## config.mk

```make
export PLATFORM = sky130hd
export DESIGN_NAME = systolic_mac_pe_flat
export DESIGN_NICKNAME = d
export VERILOG_FILES = /design/src/rtl/systolic_mac_pe_if.sv /design/src/rtl/systolic_mac_pe.sv /design/src/flat_wrapper.sv
export SDC_FILE = /design/constraint.sdc
export NUM_CORES = 1
export LEC_CHECK = 0
export ABC_AREA = 0
export ABC_CLOCK_PERIOD_IN_PS = 4010
export CAP_MARGIN = 10
export CORE_MARGIN = 5
export CORE_UTILIZATION = 45
export CTS_CLUSTER_SIZE = 10
export DETAILED_ROUTE_END_ITERATION = 10
export PLACE_DENSITY_LB_ADDON = 0.05
export SETUP_SLACK_MARGIN = 0.15
export SYNTH_ARGS = -nofsm -noshare
export SYNTH_HDL_FRONTEND = slang
export SYNTH_SLANG_ARGS = --single-unit
export TNS_END_PERCENT = 100
```

## constraint.sdc

```tcl
create_clock -name clk -period 4.01 [get_ports clk]
set_input_delay 1.0025 -clock clk [delete_from_list [all_inputs] [get_ports clk]]
set_output_delay 1.0025 -clock clk [all_outputs]
set_load 0.05 [all_outputs]
```

## src/rtl/systolic_mac_pe_if.sv

```systemverilog
// systolic_mac_pe_if: operand stream, neighbour forwarding and result handshake bundle for one MAC PE.
interface systolic_mac_pe_if #(
  parameter int DATA_WIDTH = 8,
  parameter int ACC_WIDTH = 24,
  parameter int CNT_WIDTH = 8
);
  logic in_valid;
  logic in_last;
  logic in_ready;
  logic fwd_valid;
  logic result_valid;
  logic result_ready;
  logic ovf;
  logic [DATA_WIDTH-1:0] a_in;
  logic [DATA_WIDTH-1:0] b_in;
  logic [DATA_WIDTH-1:0] a_out;
  logic [DATA_WIDTH-1:0] b_out;
  logic [ACC_WIDTH-1:0] result;
  logic [CNT_WIDTH-1:0] result_count;
  modport master(
    output in_valid, in_last, a_in, b_in, result_ready,
    input in_ready, a_out, b_out, fwd_valid, result, result_count, result_valid, ovf
  );
  modport slave(
    input in_valid, in_last, a_in, b_in, result_ready,
    output in_ready, a_out, b_out, fwd_valid, result, result_count, result_valid, ovf
  );
endinterface

```

## src/rtl/systolic_mac_pe.sv

```systemverilog
// systolic_mac_pe: signed dot-product MAC PE with result handshake and east/south operand forwarding.
// Define SYSTOLIC_MAC_SATURATE_EN to clamp the accumulator (and flag ovf) instead of wrapping.
module systolic_mac_pe #(
  parameter int DATA_WIDTH = 8,
  parameter int ACC_WIDTH = 24,
  parameter int CNT_WIDTH = 8
) (
  input logic clk,
  input logic reset,
  systolic_mac_pe_if.slave bus
);
  typedef enum logic {ACC, HOLD} state_t;
  state_t state;
  logic [ACC_WIDTH-1:0] acc;
  logic [ACC_WIDTH-1:0] sum;
  logic [CNT_WIDTH-1:0] cnt;
  logic [CNT_WIDTH-1:0] cntNext;
  logic ovfAcc;
  logic clamp;
  logic accept;
  logic signed [2*DATA_WIDTH-1:0] prod;
  assign prod = $signed(bus.a_in) * $signed(bus.b_in);
  assign accept = bus.in_valid && state == ACC;
  assign cntNext = &cnt ? cnt : cnt + 1'b1;
  assign bus.in_ready = state == ACC;
  assign bus.result_valid = state == HOLD;
`ifdef SYSTOLIC_MAC_SATURATE_EN
  // One guard bit exposes overflow: the top two bits disagree exactly when the true sum left the range.
  logic signed [ACC_WIDTH:0] wide;
  assign wide = $signed({acc[ACC_WIDTH-1], acc}) + (ACC_WIDTH+1)'(prod);
  assign clamp = wide[ACC_WIDTH] != wide[ACC_WIDTH-1];
  assign sum = !clamp ? wide[ACC_WIDTH-1:0] :
               wide[ACC_WIDTH] ? {1'b1, {(ACC_WIDTH-1){1'b0}}} : {1'b0, {(ACC_WIDTH-1){1'b1}}};
`else
  assign clamp = 1'b0;
  assign sum = acc + ACC_WIDTH'(prod);
`endif
  always_ff @(posedge clk or posedge reset)
    if (reset) begin
      state <= ACC;
      acc <= '0;
      cnt <= '0;
      ovfAcc <= 1'b0;
      bus.a_out <= '0;
      bus.b_out <= '0;
      bus.fwd_valid <= 1'b0;
      bus.result <= '0;
      bus.result_count <= '0;
      bus.ovf <= 1'b0;
    end else begin
      bus.fwd_valid <= accept;
      if (accept) begin
        bus.a_out <= bus.a_in;
        bus.b_out <= bus.b_in;
        acc <= bus.in_last ? '0 : sum;
        cnt <= bus.in_last ? '0 : cntNext;
        ovfAcc <= !bus.in_last && (ovfAcc || clamp);
        if (bus.in_last) begin
          bus.result <= sum;
          bus.result_count <= cntNext;
          bus.ovf <= ovfAcc || clamp;
          state <= HOLD;
        end
      end else if (state == HOLD && bus.result_ready)
        state <= ACC;
    end
endmodule

```

## src/flat_wrapper.sv

```systemverilog
// flat-port wrapper written by rule: the top's interface ports become plain ports
module systolic_mac_pe_flat 
#(
  parameter int DATA_WIDTH = 8,
  parameter int ACC_WIDTH = 24,
  parameter int CNT_WIDTH = 8
)
  (clk, reset, bus_in_valid, bus_in_last, bus_a_in, bus_b_in, bus_result_ready, bus_in_ready, bus_a_out, bus_b_out, bus_fwd_valid, bus_result, bus_result_count, bus_result_valid, bus_ovf);
  systolic_mac_pe_if #(.DATA_WIDTH(DATA_WIDTH), .ACC_WIDTH(ACC_WIDTH), .CNT_WIDTH(CNT_WIDTH)) bus_i ();
  input logic clk;
  input logic reset;
  input wire logic [$bits(bus_i.in_valid)-1:0] bus_in_valid;
  input wire logic [$bits(bus_i.in_last)-1:0] bus_in_last;
  input wire logic [$bits(bus_i.a_in)-1:0] bus_a_in;
  input wire logic [$bits(bus_i.b_in)-1:0] bus_b_in;
  input wire logic [$bits(bus_i.result_ready)-1:0] bus_result_ready;
  output wire logic [$bits(bus_i.in_ready)-1:0] bus_in_ready;
  output wire logic [$bits(bus_i.a_out)-1:0] bus_a_out;
  output wire logic [$bits(bus_i.b_out)-1:0] bus_b_out;
  output wire logic [$bits(bus_i.fwd_valid)-1:0] bus_fwd_valid;
  output wire logic [$bits(bus_i.result)-1:0] bus_result;
  output wire logic [$bits(bus_i.result_count)-1:0] bus_result_count;
  output wire logic [$bits(bus_i.result_valid)-1:0] bus_result_valid;
  output wire logic [$bits(bus_i.ovf)-1:0] bus_ovf;
  assign bus_i.in_valid = bus_in_valid;
  assign bus_i.in_last = bus_in_last;
  assign bus_i.a_in = bus_a_in;
  assign bus_i.b_in = bus_b_in;
  assign bus_i.result_ready = bus_result_ready;
  assign bus_in_ready = bus_i.in_ready;
  assign bus_a_out = bus_i.a_out;
  assign bus_b_out = bus_i.b_out;
  assign bus_fwd_valid = bus_i.fwd_valid;
  assign bus_result = bus_i.result;
  assign bus_result_count = bus_i.result_count;
  assign bus_result_valid = bus_i.result_valid;
  assign bus_ovf = bus_i.ovf;
  systolic_mac_pe #(.DATA_WIDTH(DATA_WIDTH), .ACC_WIDTH(ACC_WIDTH), .CNT_WIDTH(CNT_WIDTH)) u_core (.clk(clk), .reset(reset), .bus(bus_i));
endmodule
```

Word level (Yosys, flattened, before mapping)
Index checks and enable logic that the tools add are counted.
Word-level totals
  register bits after elaboration: 84
  input bits: 21
  output and inout port bits: 52
  logic and storage cells: 29
Cells by class
  $add $sub $neg: 2
  $mul: 1
  equality and inequality tests: 1
  mux-type cells: 6
  bitwise operators: 1
  reduce and logical (&&, ||, !) cells: 8
Operator list (number)
  24-bit adder: 1
  24-bit 2-to-1 mux: 1
  8-bit by 8-bit multiplier with 16-bit output: 1
  8-bit 2-to-1 mux: 2
  8-bit by 1-bit adder with 8-bit output, second input constant: 1
  8-bit AND reduction: 1
  2-bit AND reduction: 2
  1-bit logical AND: 3
  1-bit 2-to-1 mux: 3
  2-bit != test, second input constant: 1
  2-bit nonzero test: 1
  1-bit zero test: 1
  1-bit NOT: 1

Depth between registers and ports, before layout
  word-level depth: 4
  mapped depth: 25
  depth with buffers taken out: 25

Worst setup path before layout
No wires, ideal clock.
  path type: input port to flip-flop
  start: input port bus_a_in[7]
  end: register u_core.bus.result[20]
  library setup time: 0.131 ns
  arrival time: 6.841 ns
  data required time: 3.879 ns
  setup slack: -2.962 ns
  cell stages on the path: 24
  path buffers: 1
  path through: and2_1 > fa_1 > inv_1 > fa_1 > inv_1 > fa_1 > inv_1 > fa_1 > inv_1 > ha_1 > and4_1 > and2_1 > a211oi_1 > a21oi_1 > xnor2_1 > ha_1 > buf_2 > a21o_1 > a21o_1 > a21oi_1 > nor2_1 > a211o_1 > a211oi_1 > o31ai_1
On the way
  word-level cells in the longest chain between the ends: 2
Ends and longest elaborated chain
  start: declaration: RTL line flat_wrapper.sv:14  | input wire logic [$bits(bus_i.a_in)-1:0] bus_a_in;
  8-bit by 8-bit multiplier with 16-bit output: RTL line systolic_mac_pe.sv:22  | assign prod = $signed(bus.a_in) * $signed(bus.b_in);
  24-bit adder: RTL line systolic_mac_pe.sv:36  | assign sum = acc + ACC_WIDTH'(prod);
  end signal: assignment: RTL line systolic_mac_pe.sv:59  | bus.result <= sum;
  end: declaration: RTL line systolic_mac_pe_if.sv:26  | output in_ready, a_out, b_out, fwd_valid, result, result_count, result_valid, ovf
Every way passes these cells.
A chain may end at the register's enable or synchronous reset.

Worst setup path in the final report
  start: input port bus_a_in[5]
  end: register u_core.bus.result[23]
Same word-level chain as after synthesis.

==> key figures <==
Layout
  • Leading cell type in the layout, fill and taps excluded: nand2_1
  • Diode count: 0
  • Most frequent cells in the layout: 126 x nand2_1, 115 x buf_4, 87 x inv_1, 84 x dfrtp_1, 56 x clkdlybuf4s50_1
  • Synthesis-to-finish area growth: 46.1%
  • Final Util: 0.664
  • Layout net count: 1135
  • Fillers: 1286
  • Layout cells sized above 1: 0.324
  • Final Instance Area: 10500 um2

Global routing
  • Largest net degree at the start of global routing: 51
  • Number of global-route vias before repair: 6965
  • GR Util All Layers: 0.227
  • GR Overflow Total: 0
  • Initial antenna violation count: 0
  • First-pass GRT wire length: 33400 um

Timing
  • Peak Freq: 160 MHz
  • Skew final: 0.0112 ns
  • Slew @ Worst Pin: 0.714 ns
  • Fin. Hold Viols: 0
  • Final Cycle Share: 1.56
  • Max_slew headroom: 0.524
  • Setup-failing EPs final: 38
  • Final min period: 6.24 ns
  • RSZ-0062 raised after global routing: true
  • Pins Over Slew Limit: 0
  • Worst Setup Slack, final: -2.23 ns

Floorplanning
  • Num ports: 73
  • Core box area: 15800 um2
  • Die X: 136 um
  • Die height: 136 um
  • Die area: 18500 um2
  • Cell Rows: 46
  • Initial Util: 0.454

Min path
  • Hold path start: u_core.bus.b_out[0]$_DFFE_PP0P_
  • Hold endpoint: u_core.bus.b_out[0]$_DFFE_PP0P_
  • Worst hold stages: 2
  • Hold crit path type: flip-flop to flip-flop

Flow run
  • Max Cap Violations: 0

Worst setup path
  • FF-to-FF End: u_core.bus.result[20]$_DFFE_PP0P_
  • FF-to-FF path depth: 10
  • Reg2reg start: u_core.acc[0]$_DFFE_PP0P_
  • Setup slack, reg-to-reg: 1.53 ns
  • Critical Path End Type: flip-flop
  • CP Launch Type: input pin
  • Launch point of the worst path: bus_a_in[5]
  • Crit-path max FO: 4
  • WP data required: 4.24 ns
  • Setup Crit Path Kind: input pin to flip-flop
  • Arr. time, crit path: 6.47 ns

Synthesis
  • Synth async-reset ratio: 1.00
  • Top_reg_cell synth: dfrtp_1
  • EDFF count, synth: 0
  • Total of warnings raised by yosys: 0
  • Netlist Area Pre-Place: 7170 um2
  • Syn nets: 928
  • Synth Instances: 796
  • Register area share after synthesis: 0.293
  • Syn avg cell area: 9.00 um2
  • Number of synthesized register bits: 84
  • Library cells used by synthesis: 60

Detailed routing
  • Vias: 6388
  • Metal2 WL: 10100 um
  • M1 WL: 8340 um
  • First drt pass iteration count: 5
  • ANT nets after route: 0
  • Routed wire per std cell: 16.0 um
  • Met3 wire length: 788 um
  • Max Used Layer: met4
  • Drt total wl: 19600 um
  • # DRC: 0
  • Vias/cell: 5.22
  • Detailed Route Iter0 Violations: 272

CTS
  • CTS Sinks: 84
  • Clock Latency Late Sink: 0.36 ns
  • Clock-pin slew on the worst setup and hold paths: 0.07 ns
  • CTS tree: done
  • Num CTS Buffers: 9
  • Longest Clk Path Bufs: 2
  • H-tree levels: 3
  • Root Buffer: clkbuf_16
  • Hold buffers post-CTS: 0

Placed design
  • Worst slack at placement: -3.15 ns
  • Placed cell area: 9280 um2
  • Placer Congestion: 0.879
  • Hpwl dp: 14600 um
  • IO buf count: 72

Outcome
  • Outcome: complete, but fails checks
  • Failing checks: setup timing
worst max path at each step:
stage | cells past startpoint | end | slack [ns]
final | 25 | u_core.bus.result[23]$_DFFE_PP0P_ | -2.23
after global routing | 23 | u_core.bus.result[23]$_DFFE_PP0P_ | -2.41
after CTS | 26 | u_core.acc[23]$_DFFE_PP0P_ | -2.20
after detailed placement | 22 | u_core.bus.result[23]$_DFFE_PP0P_ | -3.15
after global placement | 23 | u_core.bus.result[23]$_DFFE_PP0P_ | -3.00
after floorplan | 23 | u_core.bus.result[23]$_DFFE_PP0P_ | -2.37
metal layers:
metal,vias to the layer above,track usage
met5,-,0
met4,0,0.0773
met3,33,0.0377
met2,124,0.403
met1,3198,0.281
li1,3033,-
cell usage after synthesis (5+ instances only):
master	n	area [um2]
nor3_1	9	45.0
xnor2_1	23	201
and2_1	53	332
and3_1	5	31.3
xor2_1	11	96.3
nand2_1	130	488
nor2_1	27	101
o21ai_0	52	260
o31ai_1	9	67.6
nor2b_1	10	62.6
nand2b_1	6	37.5
nand3_1	9	45.0
mux2_2	6	67.6
dfrtp_1	84	2100
a21oi_1	26	130
fa_1	56	1120
inv_1	105	394
ha_1	55	688
nand4_1	5	31.3
a21o_1	9	67.6
a211oi_1	6	45.0
clkbuf_1	21	78.8
or3_1	5	31.3
stage by stage:
| step | setup TNS [ns] | std cells | hold slack [ns] |
|---|---|---|---|
| final | -59.29 | 1223 | 0.474 |
| after global routing | -66.05 | 1223 | 0.501 |
| after CTS | -58.66 | 1213 | 0.479 |
| after detailed placement | -97.92 | 1183 | 0.462 |
| after global placement | -94.82 | 1183 | 0.457 |
| after floorplan | -54.11 | 796 | 0.445 |
repair_timing:
action | in CTS | in global routing
pin swaps | 77 | 49
buffers inserted | 15 | 10
setup endpoints to repair | 40 | 40
resized for setup | 154 | 75
critical path: stages:
cell,delay (ns)
buf_8,0.10
buf_6,0.11
and2_4,0.15
fa_1,0.55
inv_2,0.04
fa_1,0.51
inv_2,0.04
fa_1,0.54
inv_2,0.04
fa_1,0.49
inv_2,0.05
ha_4,0.29
nand3_2,0.06
o211ai_1,0.20
buf_4,0.16
a211oi_4,0.05
a21oi_2,0.18
xnor2_2,0.12
buf_4,0.15
ha_1,0.32
and4_4,0.21
a221o_1,0.45
a221oi_2,0.33
and3_1,0.23
o31ai_1,0.08
state kept, by name (all words and copies together), names as in the netlist, 8 cells and up:
signal,count
u_core.bus.result_count,8
u_core.cnt,8
u_core.bus.b_out,8
u_core.bus.result,24
u_core.bus.a_out,8
u_core.acc,24
area by class of cell:
class                      count  area, um2  share of cell area
timing repair buffer         220       1970               0.188
multi-input combinational    583       5460               0.521
tap                          216        270              0.0258
sequential                    84       2100               0.201
clock inverter                 4       35.0             0.00335
inverter                     105        395              0.0378
clock buffer                  11        243              0.0232
logic make-up (layout without fill, tap and decap cells):
| family | after synthesis | after routing | share of synthesized area |
|---|---|---|---|
| AO/OA/AOI/OAI | 153 | 153 | 0.142 |
| flip-flops | 84 | 84 | 0.293 |
| multiplexers | 10 | 10 | 0.0150 |
| buffers and inverters | 129 | 340 | 0.0690 |
| XOR/XNOR | 34 | 34 | 0.0416 |
| adder cells (fa/ha/maj) | 111 | 111 | 0.252 |
| AND/OR/NAND/NOR | 275 | 275 | 0.187 |
Power is left out: the tool's default activity adds up to more than one toggle a clock period on the data nets, which glitch-free logic cannot reach.
